[src/rtl/scmp_bus_ctl.sv]
// SC/MP external bus cycle controller: daisy-chain arbitration, address strobe,
// stretched RD_n/WR_n strobe with HOLD_n wait states. Optional abort: SCMP_BUS_TIMEOUT_EN.
module scmp_bus_ctl #(
  parameter int unsigned STROBE_MIN = 2,
  parameter int unsigned TIMEOUT    = 255
) (
  input  logic        clk,
  input  logic        rst_n,
  input  logic        req_rd,
  input  logic        req_wr,
  input  logic [3:0]  req_flags,
  input  logic [15:0] addr_in,
  input  logic [7:0]  wdata,
  output logic        stall,
  output logic        done,
  output logic [7:0]  rdata,
  output logic [15:0] bus_addr,
  output logic [7:0]  bus_dout,
  input  logic [7:0]  bus_din,
  output logic [3:0]  bus_flags,
  output logic        bus_ADS_n,
  output logic        bus_RD_n,
  output logic        bus_WR_n,
  output logic        bus_BREQ,
  input  logic        bus_ENIN,
  output logic        bus_ENOUT,
  input  logic        bus_HOLD_n,
  output logic        timeout
);

  if (STROBE_MIN < 1 || STROBE_MIN > 15) begin : g_bad_strobe_min
    $error("STROBE_MIN out of range 1-15");
  end
  if (TIMEOUT < 1 || TIMEOUT > 255) begin : g_bad_timeout
    $error("TIMEOUT out of range 1-255");
  end

  localparam logic [3:0] SMIN = 4'(STROBE_MIN);

  typedef enum logic [2:0] {
    S_IDLE,
    S_ARB,
    S_ADDR,
    S_STROBE,
    S_DONE
  } state_t;

  state_t      state_q;
  logic [3:0]  cnt_q;
  logic [7:0]  rdata_q;
  logic [15:0] addr_q;
  logic [7:0]  dout_q;
  logic [3:0]  flags_q;
  logic        is_rd_q;
  logic        done_q;
  logic        breq_q;
  logic        ads_n_q;
  logic        rd_n_q;
  logic        wr_n_q;
  logic        req_any;

`ifdef SCMP_BUS_TIMEOUT_EN
  localparam logic [7:0] TLAST = 8'(TIMEOUT - 1);
  logic [7:0] tcnt_q;
  logic       tmo_q;
`endif

  assign req_any = req_rd | req_wr;

  always_ff @(posedge clk) begin
    if (!rst_n) begin
      state_q <= S_IDLE;
      cnt_q   <= '0;
      rdata_q <= '0;
      addr_q  <= '0;
      dout_q  <= '0;
      flags_q <= '0;
      is_rd_q <= 1'b0;
      done_q  <= 1'b0;
      breq_q  <= 1'b0;
      ads_n_q <= 1'b1;
      rd_n_q  <= 1'b1;
      wr_n_q  <= 1'b1;
`ifdef SCMP_BUS_TIMEOUT_EN
      tcnt_q  <= '0;
      tmo_q   <= 1'b0;
`endif
    end else begin
      done_q <= 1'b0;
`ifdef SCMP_BUS_TIMEOUT_EN
      tmo_q  <= 1'b0;
`endif
      unique case (state_q)
        S_IDLE: begin
          if (req_any) begin
            addr_q  <= addr_in;
            dout_q  <= wdata;
            flags_q <= req_flags;
            is_rd_q <= req_rd;  // read wins when both are requested
            breq_q  <= 1'b1;
            state_q <= S_ARB;
`ifdef SCMP_BUS_TIMEOUT_EN
            tcnt_q  <= '0;
`endif
          end
        end
        S_ARB: begin
          if (bus_ENIN) begin
            ads_n_q <= 1'b0;
            state_q <= S_ADDR;
          end
`ifdef SCMP_BUS_TIMEOUT_EN
          else if (tcnt_q == TLAST) begin
            breq_q  <= 1'b0;
            done_q  <= 1'b1;
            tmo_q   <= 1'b1;
            if (is_rd_q) rdata_q <= 8'hFF;
            state_q <= S_DONE;
          end else begin
            tcnt_q <= tcnt_q + 8'd1;
          end
`endif
        end
        S_ADDR: begin
          ads_n_q <= 1'b1;
          rd_n_q  <= ~is_rd_q;
          wr_n_q  <= is_rd_q;
          cnt_q   <= 4'd1;
          state_q <= S_STROBE;
`ifdef SCMP_BUS_TIMEOUT_EN
          tcnt_q  <= '0;
`endif
        end
        S_STROBE: begin
          // cnt_q counts strobe-low cycles including the current one
          if (cnt_q < SMIN) begin
            cnt_q <= cnt_q + 4'd1;
          end else if (bus_HOLD_n) begin
            rd_n_q  <= 1'b1;
            wr_n_q  <= 1'b1;
            breq_q  <= 1'b0;
            done_q  <= 1'b1;
            cnt_q   <= '0;
            if (is_rd_q) rdata_q <= bus_din;
            state_q <= S_DONE;
          end
`ifdef SCMP_BUS_TIMEOUT_EN
          else if (tcnt_q == TLAST) begin
            rd_n_q  <= 1'b1;
            wr_n_q  <= 1'b1;
            breq_q  <= 1'b0;
            done_q  <= 1'b1;
            tmo_q   <= 1'b1;
            cnt_q   <= '0;
            if (is_rd_q) rdata_q <= 8'hFF;
            state_q <= S_DONE;
          end else begin
            tcnt_q <= tcnt_q + 8'd1;
          end
`endif
        end
        S_DONE: begin
          state_q <= S_IDLE;
        end
        default: begin
          state_q <= S_IDLE;
        end
      endcase
    end
  end

  assign stall     = req_any & ~done_q;
  assign bus_ENOUT = bus_ENIN & (state_q == S_IDLE) & ~req_any;
  assign done      = done_q;
  assign rdata     = rdata_q;
  assign bus_addr  = addr_q;
  assign bus_dout  = dout_q;
  assign bus_flags = flags_q;
  assign bus_ADS_n = ads_n_q;
  assign bus_RD_n  = rd_n_q;
  assign bus_WR_n  = wr_n_q;
  assign bus_BREQ  = breq_q;
`ifdef SCMP_BUS_TIMEOUT_EN
  assign timeout   = tmo_q;
`else
  assign timeout   = 1'b0;
`endif

endmodule

[config.mk]
export PLATFORM = sky130hd
export DESIGN_NAME = scmp_bus_ctl
export DESIGN_NICKNAME = d
export VERILOG_FILES = /design/src/rtl/scmp_bus_ctl.sv
export SDC_FILE = /design/constraint.sdc
export NUM_CORES = 1
export LEC_CHECK = 0
export BUFFER_PORTS_ARGS = -buffer_cell sky130_fd_sc_hd__clkbuf_2
export CAP_MARGIN = 20
export CORE_ASPECT_RATIO = 1.4
export CORE_UTILIZATION = 40
export DETAILED_ROUTE_END_ITERATION = 8
export HOLD_SLACK_MARGIN = 0.15
export PLACE_DENSITY = 0.65
export SLEW_MARGIN = 25
export SYNTH_ARGS = -nofsm -noshare
export SYNTH_HDL_FRONTEND = slang
export SYNTH_SLANG_ARGS = --single-unit
export TNS_END_PERCENT = 100
[constraint.sdc]
create_clock -name clk -period 2.6 [get_ports clk]
set_input_delay 0.13 -clock clk [delete_from_list [all_inputs] [get_ports clk]]
set_output_delay 0.13 -clock clk [all_outputs]
set_load 0.02 [all_outputs]
==> metrics.md, run 1 <==
| Metric | Value |
|---|---|
| Fill count | `436` |
| CTS tree | `yes` |
| Final setup viols | `0` |
| Largest net degree at the start of global routing | `38` |
| Comb power frac | `20.4%` |
| Layout cell share with drive strength beyond 1 | `35.2%` |
| Post-Syn Instances | `241` |
| Worst R2R Setup Slack | `850 ps` |
| Hold path endpoint | `done` |
| Syn_nets | `284` |
| RSZ-0062 raised after global routing | `false` |
| Worst-path fanout max | `19` |
| Max Slew Vio Count | `0` |
| Reg2Reg Depth | `3` |
| First-pass GRT wire length | `9090 um` |
| Area Overhead vs Synth | `43.2%` |
| 1st-iter DRT viols | `104` |
| Top FF cell, synth | `dfxtp_1` |
| CP startpoint kind | `register` |
| Final Power | `1.73 mW` |
| CP peak stage delay | `570 ps` |
| Peak Freq | `509 MHz` |
| CTS sink count | `49` |
| WS Path Type | `reg -> out` |
| Initial antenna violation count | `0` |
| Seq/Total Area, Yosys | `45.8%` |
| Final wirelength | `5610 um` |
| Via/cell ratio | `5.09` |
| Slew margin rel. | `54.7%` |
| Worst R2R Start | `state_q[0]` |
| WL/cell | `13.3 um` |
| Endpoint class of the critical path | `output pin` |
| Synth Cell Area | `2140 sq um` |
| Final nets | `397` |
| Pwr dens | `563 nW/um^2` |
| Vias in the first global route | `2026` |
| WP data required | `2470 ps` |
| #FFs+latches synth | `49` |
| Largest area contributor in the netlist | `dfxtp_1` |
| Sequence of cells on the critical path | `nor3_4 > and3_1 > clkbuf_2` |
| Post-route ant nets | `0` |
| Row cnt | `31` |
| Cell internal pwr | `1.23 mW` |
| Root buffer cell | `clkbuf_8` |
| Warnings from Yosys | `0` |
| Worst ir drop on vdd | `0.000312 V` |
| Worst slew pin tran | `679 ps` |
| Most common cell after layout, fill and taps aside | `clkbuf_2` |
| EDFF count, synth | `0` |
| Gpl congestion | `0.816` |
| Syn Area/Cell | `8.88 sq um` |
| Final Skew | `8.36 ps` |
| Num CTS Buffers | `5` |
| Grt total ovfl | `0` |
| CP top delay family | `simple AND/OR/NAND/NOR gates` |
| Clk pwr share | `31.2%` |
| I/O pin total | `86` |
| DRT Pass-1 Iters | `5` |
| Placed cells | `376` |
| Arr. time, crit path | `1840 ps` |
| Reg-to-Reg End | `rdata[2]` |
| Hold Worst Slack | `181 ps` |
| Clk slew on worst S/H paths | `90 ps` |
| Cell Count, Final, Fillers Out | `421` |
| Port bufs | `84` |
| Die area | `5650 sq um` |
| Commonest non-fill, non-tap cells in the layout | `clkbuf_2, dfxtp_1, dlygate4sd3_1, a21oi_1, nand3_1` |
| Post-synth top area share | `45.8%` |
| Status | `finished clean` |
| Vias | `2141` |
| Leakage power | `1.31 nW` |
| Global Route Usage Sum | `20.7%` |
| Reg power frac | `48.3%` |
| Total core area | `5160 sq um` |
| Hold Violations, Final | `0` |
| Hold path depth | `3` |
| Hold Crit Class | `in -> reg` |
| Antenna fix cells | `0` |
| Max cap viols | `0` |
| FFs w/ async S/R, synth | `0%` |
| Clock buffer depth | `2` |
| # DRC | `0` |
| Setup TNS | `0 ps` |
| Final period util | `75.6%` |
| Clk_lat worst skew | `300 ps` |
| Switching Share | `28.6%` |
| Final HPWL DP | `3510 um` |
| Initial core utilization | `41.5%` |
| Switching pwr | `0.494 mW` |
| Die width | `63.8 um` |
| Top cells by area, synth | `dfxtp_1, a21oi_1, o21ai_2` |
| Chip Height | `88.6 um` |
| Worst path bufs/invs | `1` |
| H-tree levels | `2` |
| Hold path startpoint | `bus_HOLD_n` |
| Worst path slowest cell | `nor3_4` |
| Min Tclk post-route | `1970 ps` |
| Synth cell types | `38` |
==> worst max path at each step <==
stage,from,endpoint,cells after the start
floorplan,state_q[0],bus_dout[0],6
global placement,state_q[0],rdata[1],3
detailed placement,state_q[0],rdata[2],3
CTS,state_q[0],bus_ENOUT,3
global route,state_q[0],bus_ENOUT,3
finish,state_q[0],bus_ENOUT,3
==> tightest hold or removal path: cells and delay by family <==
kind | cells | cell delay (ps)
AND/OR/NAND/NOR | 1 | 50
buffers and inverters | 1 | 140
AO/OA/AOI/OAI | 1 | 120
==> power by group through the flow <==
stage                     Sequential, mW  Clock, mW  Combinational (mW)
after floorplan                    0.886          0               0.174
after global placement             0.852          0               0.305
after detailed placement           0.853          0               0.308
after CTS                          0.835      0.561               0.352
after global routing               0.842      0.591               0.385
final                              0.835      0.540               0.353
==> state kept, by name (all words and copies together), names as in the netlist, 3 cells and up <==
signal     flops
bus_addr      16
bus_dout       8
rdata          8
bus_flags      4
cnt_q          4
state_q        3
==> layout make-up <==
class                           count  area [sq um]  share of cell area [%]
Sequential cell                    49           981                    32.0
Clock inverter                      2          38.8                    1.26
Inverter                            3          11.3                   0.367
Timing Repair Buffer              127           836                    27.3
Clock buffer                        6          72.6                    2.37
Multi-Input combinational cell    168          1040                    34.1
Tap cell                           66          82.6                    2.69
==> routing by layer <==
layer / part of all wire, % / global-route usage, % / vias up
li1: - / - / 1081
met5: 0 / 0 / -
met4: 1.2 / 7.44 / 0
met3: 5.7 / 3.99 / 7
met2: 51 / 39.1 / 79
met1: 42 / 22.7 / 974
==> logic make-up after synthesis <==
| family | Yosys count | share of synthesized area [%] |
|---|---|---|
| compound gates | 75 | 23.1 |
| fa+ha+maj | 1 | 0.584 |
| simple gates | 83 | 20.5 |
| other cells | 1 | 0.175 |
| buf+inv | 24 | 6.02 |
| flops | 49 | 45.8 |
| mux | 8 | 3.74 |
==> cells in the mapped netlist (2+ instances only) <==
library cell,number
dfxtp_1,49
a21oi_1,36
nand3_1,29
nand2_1,20
o21ai_2,20
nor2_1,9
clkbuf_1,8
mux2i_1,8
o21ai_1,8
buf_2,7
nor3_1,6
buf_6,3
nand2b_1,3
o21ai_0,3
or3_1,3
a21o_1,2
a32oi_1,2
buf_4,2
inv_1,2
nand3b_1,2
nand4_1,2
==> stage by stage <==
stage          util, %  instance area (sq um)  worst slack [ps]
2_1_floorplan        -                   2140              1260
3_3_place_gp      50.1                   2580               931
3_5_place_dp      50.1                   2580               840
4_1_cts           59.4                   3070               626
5_1_grt           59.4                   3070               488
6_report          59.4                   3070               634
==> timing repair <==
| item | 4_1_cts | 5_1_grt |
|---|---|---|
| setup buffers | 0 | 0 |
| resized for setup | 0 | 0 |
| endpoints found under the hold margin | 37 | 0 |
| hold buffers | 37 | 0 |
(Power assumes the default switching activity.)
==> run 2: changes to the inputs <==
ABC_AREA = 1   (was unset)
PLACE_DENSITY = 0.68   (was 0.65)
clock period = 1.8 ns   (was 2.6 ns; I/O delays follow)
==> metrics.md, run 2 <==
| Metric | Value |
|---|---|
| Status | `finished clean` |
| CP peak stage delay | `540 ps (-30 ps)` |
| H-tree levels | `2 (unchanged)` |
| Worst slew pin tran | `587 ps (-91.5 ps)` |
| Final Skew | `5.14 ps (-3.22 ps)` |
| Hold Violations, Final | `0 (unchanged)` |
| RSZ-0062 raised after global routing | `false` |
| Max cap viols | `0 (unchanged)` |
| Final WS setup | `221 ps (-413 ps)` |
| Vias | `2094 (-2.2%)` |
| Vias in the first global route | `2040 (+0.69%)` |
| Fill count | `456 (+4.6%)` |
| Root buffer cell | `clkbuf_8` |
| Worst ir drop on vdd | `0.000725 V (+130%)` |
| Chip Height | `86.5 um (-2.3%)` |
| Global Route Usage Sum | `20.2% (-0.46 points)` |
| WS Path Type | `in -> out` |
| Largest net degree at the start of global routing | `30 (-21%)` |
| Final HPWL DP | `3360 um (-4.3%)` |
| Grt total ovfl | `0 (unchanged)` |
| Post-route ant nets | `0 (unchanged)` |
| Antenna fix cells | `0 (unchanged)` |
| Min Tclk post-route | `1580 ps` |
| Hold path startpoint | `rst_n` |
| Syn Area/Cell | `7.61 sq um (-14%)` |
| EDFF count, synth | `0 (unchanged)` |
| CP startpoint kind | `primary input` |
| Area Overhead vs Synth | `46.9%` |
| Clk slew on worst S/H paths | `80 ps (about the same)` |
| Initial core utilization | `41.8% (+0.30 points)` |
| Seq/Total Area, Yosys | `48.1% (+2.3 points)` |
| Worst path slowest cell | `dlygate4sd3_1` |
| Final wirelength | `5170 um (-7.8%)` |
| Sequence of cells on the critical path | `dlygate4sd3_1 > clkbuf_2 > nor2_2 > nand3_1 > nor2_1 > clkbuf_2` |
| Max Slew Vio Count | `0 (unchanged)` |
| Synth cell types | `26 (-32%)` |
| Largest area contributor in the netlist | `dfxtp_1` |
| Slew margin rel. | `60.8% (+6.1 points)` |
| Post-synth top area share | `48.1% (+2.3 points)` |
| Top cells by area, synth | `dfxtp_1, nor2_1, nand2_1` |
| WP data required | `1710 ps (-760 ps)` |
| 1st-iter DRT viols | `63 (-39%)` |
| Leakage power | `1.51 nW (+15%)` |
| Clk_lat worst skew | `290 ps (about the same)` |
| Die area | `5390 sq um (-4.6%)` |
| Initial antenna violation count | `0 (unchanged)` |
| I/O pin total | `86 (unchanged)` |
| Worst-path fanout max | `4 (-15)` |
| DRT Pass-1 Iters | `4 (-1)` |
| Row cnt | `30 (-3.2%)` |
| CP top delay family | `buffers and inverters` |
| Worst R2R Start | `state_q[1]` |
| Clock buffer depth | `2 (unchanged)` |
| # DRC | `0 (unchanged)` |
| Commonest non-fill, non-tap cells in the layout | `clkbuf_2, nor2_1, dfxtp_1, dlygate4sd3_1, nand2_1` |
| Cell Count, Final, Fillers Out | `453 (+7.6%)` |
| Most frequent CP cell | `clkbuf_2` |
| Hold Crit Class | `in -> reg` |
| Setup TNS | `0 ps (unchanged)` |
| Total core area | `4880 sq um (-5.4%)` |
| Placed cells | `406 (+8.0%)` |
| Worst path bufs/invs | `3 (+2)` |
| Endpoint class of the critical path | `output pin` |
| Port bufs | `84 (unchanged)` |
| Top-count cell post-synth | `nor2_1` |
| Warnings from Yosys | `0 (unchanged)` |
| CTS tree | `yes` |
| Final setup viols | `0 (unchanged)` |
| First-pass GRT wire length | `8740 um (-3.9%)` |
| Pwr dens | `1090 nW/um^2 (+94%)` |
| Layout cell share with drive strength beyond 1 | `30.1% (-5.1 points)` |
| Synth Cell Area | `2040 sq um (-4.7%)` |
| Arr. time, crit path | `1490 ps (-350 ps)` |
| Top FF cell, synth | `dfxtp_1` |
| Via/cell ratio | `4.62 (-9.1%)` |
| Dpl ws | `362 ps (-478 ps)` |
| Final nets | `431 (+8.6%)` |
| #FFs+latches synth | `49 (unchanged)` |
| Peak Freq | `633 MHz` |
| WL/cell | `11.4 um (-14%)` |
| Die width | `62.4 um (-2.3%)` |
| Num CTS Buffers | `5 (unchanged)` |
| CTS sink count | `49 (unchanged)` |
| Max reg flops | `16 (unchanged)` |
| Gpl congestion | `0.939 (+15%)` |
| Syn_nets | `311 (+9.5%)` |
| Commonest cells post-synth | `nor2_1, dfxtp_1, nand2_1, o21ai_0, o21ai_1` |
| Post-Syn Instances | `268 (+11%)` |
| Critical Path Source | `req_rd` |
| FFs w/ async S/R, synth | `0% (unchanged)` |
| Final period util | `87.7%` |
| Most common cell after layout, fill and taps aside | `clkbuf_2` |
-- run 2: cell count changes after synthesis, sizes merged, moves of 4 or more --
cell	delta
a21oi	-32
buf	-4
clkbuf	-4
inv	+12
mux2i	-8
nand2	+15
nand3	-19
nand3b	+5
nor2	+88
nor3	-7
-- run 2: metrics by stage --
stage | total power [mW] | instance area, sq um | hold slack [ps] | util, %
final | 3.27 | 3000 | 230 | 61.4
after floorplan | 2.07 | 2040 | 218 | -
after detailed placement | 2.32 | 2470 | 321 | 50.6
after CTS | 3.30 | 2990 | 232 | 61.4
after global placement | 2.30 | 2470 | 313 | 50.6
after global routing | 3.48 | 3000 | 262 | 61.4
-- run 2: layout make-up --
cell class	count	area, sq um	share of cell area, %
flip-flops and latches	49	981	32.7
multi-input cells	190	907	30.3
repair buffers	126	833	27.8
well taps	64	80.1	2.67
clock buffers	5	68.8	2.30
clock inverters	3	65.1	2.17
inverters	16	61.3	2.05
-- run 2: routing by layer --
metal  share of wire [%]  wire length (um)  GRT usage, %
met5                   0                 0             0
met4                 1.2                61          5.71
met3                 4.4               227          4.08
met2                  55              2860          41.6
met1                  39              2030          20.0
-- run 2: final timing paths --
check,endpoint,slack [ps],cells past startpoint
worst min register to register,cnt_q[3],440,2
worst min-delay path,cnt_q[3],230,3
worst max-delay path,bus_ENOUT,220,6
worst max register to register,bus_dout[3],370,6
-- run 2: repair_timing --
item | in CTS | in global routing
setup buffers | 0 | 0
hold endpoints to repair | 39 | 0
setup endpoints to repair | 0 | 1
hold buffers | 39 | 0
gates resized for setup | 0 | 1
-- run 2: cell families (layout without fill, tap and decap cells) --
logic type,count (synthesis),count (layout),share of synthesized area [%]
AOI/OAI and AO/OA,36,36,9.08
and+or+nand+nor,152,152,34.5
buffers and inverters,29,150,7.55
other,1,1,0.184
DFF,49,49,48.1
adders and majority gates,1,1,0.613
-- run 2: where the power goes --
group	switching, mW	internal (mW)
Combinational	0.641	0.354
Sequential	0.115	1.26
Clock	0.353	0.552
Total	1.11	2.16
-- run 2: worst register-to-register path, delay by kind of cell, from the launching register on --
kind                   cells  cell delay, ps
buffers and inverters      2             560
DFF                        1             410
and+or+nand+nor            4             400
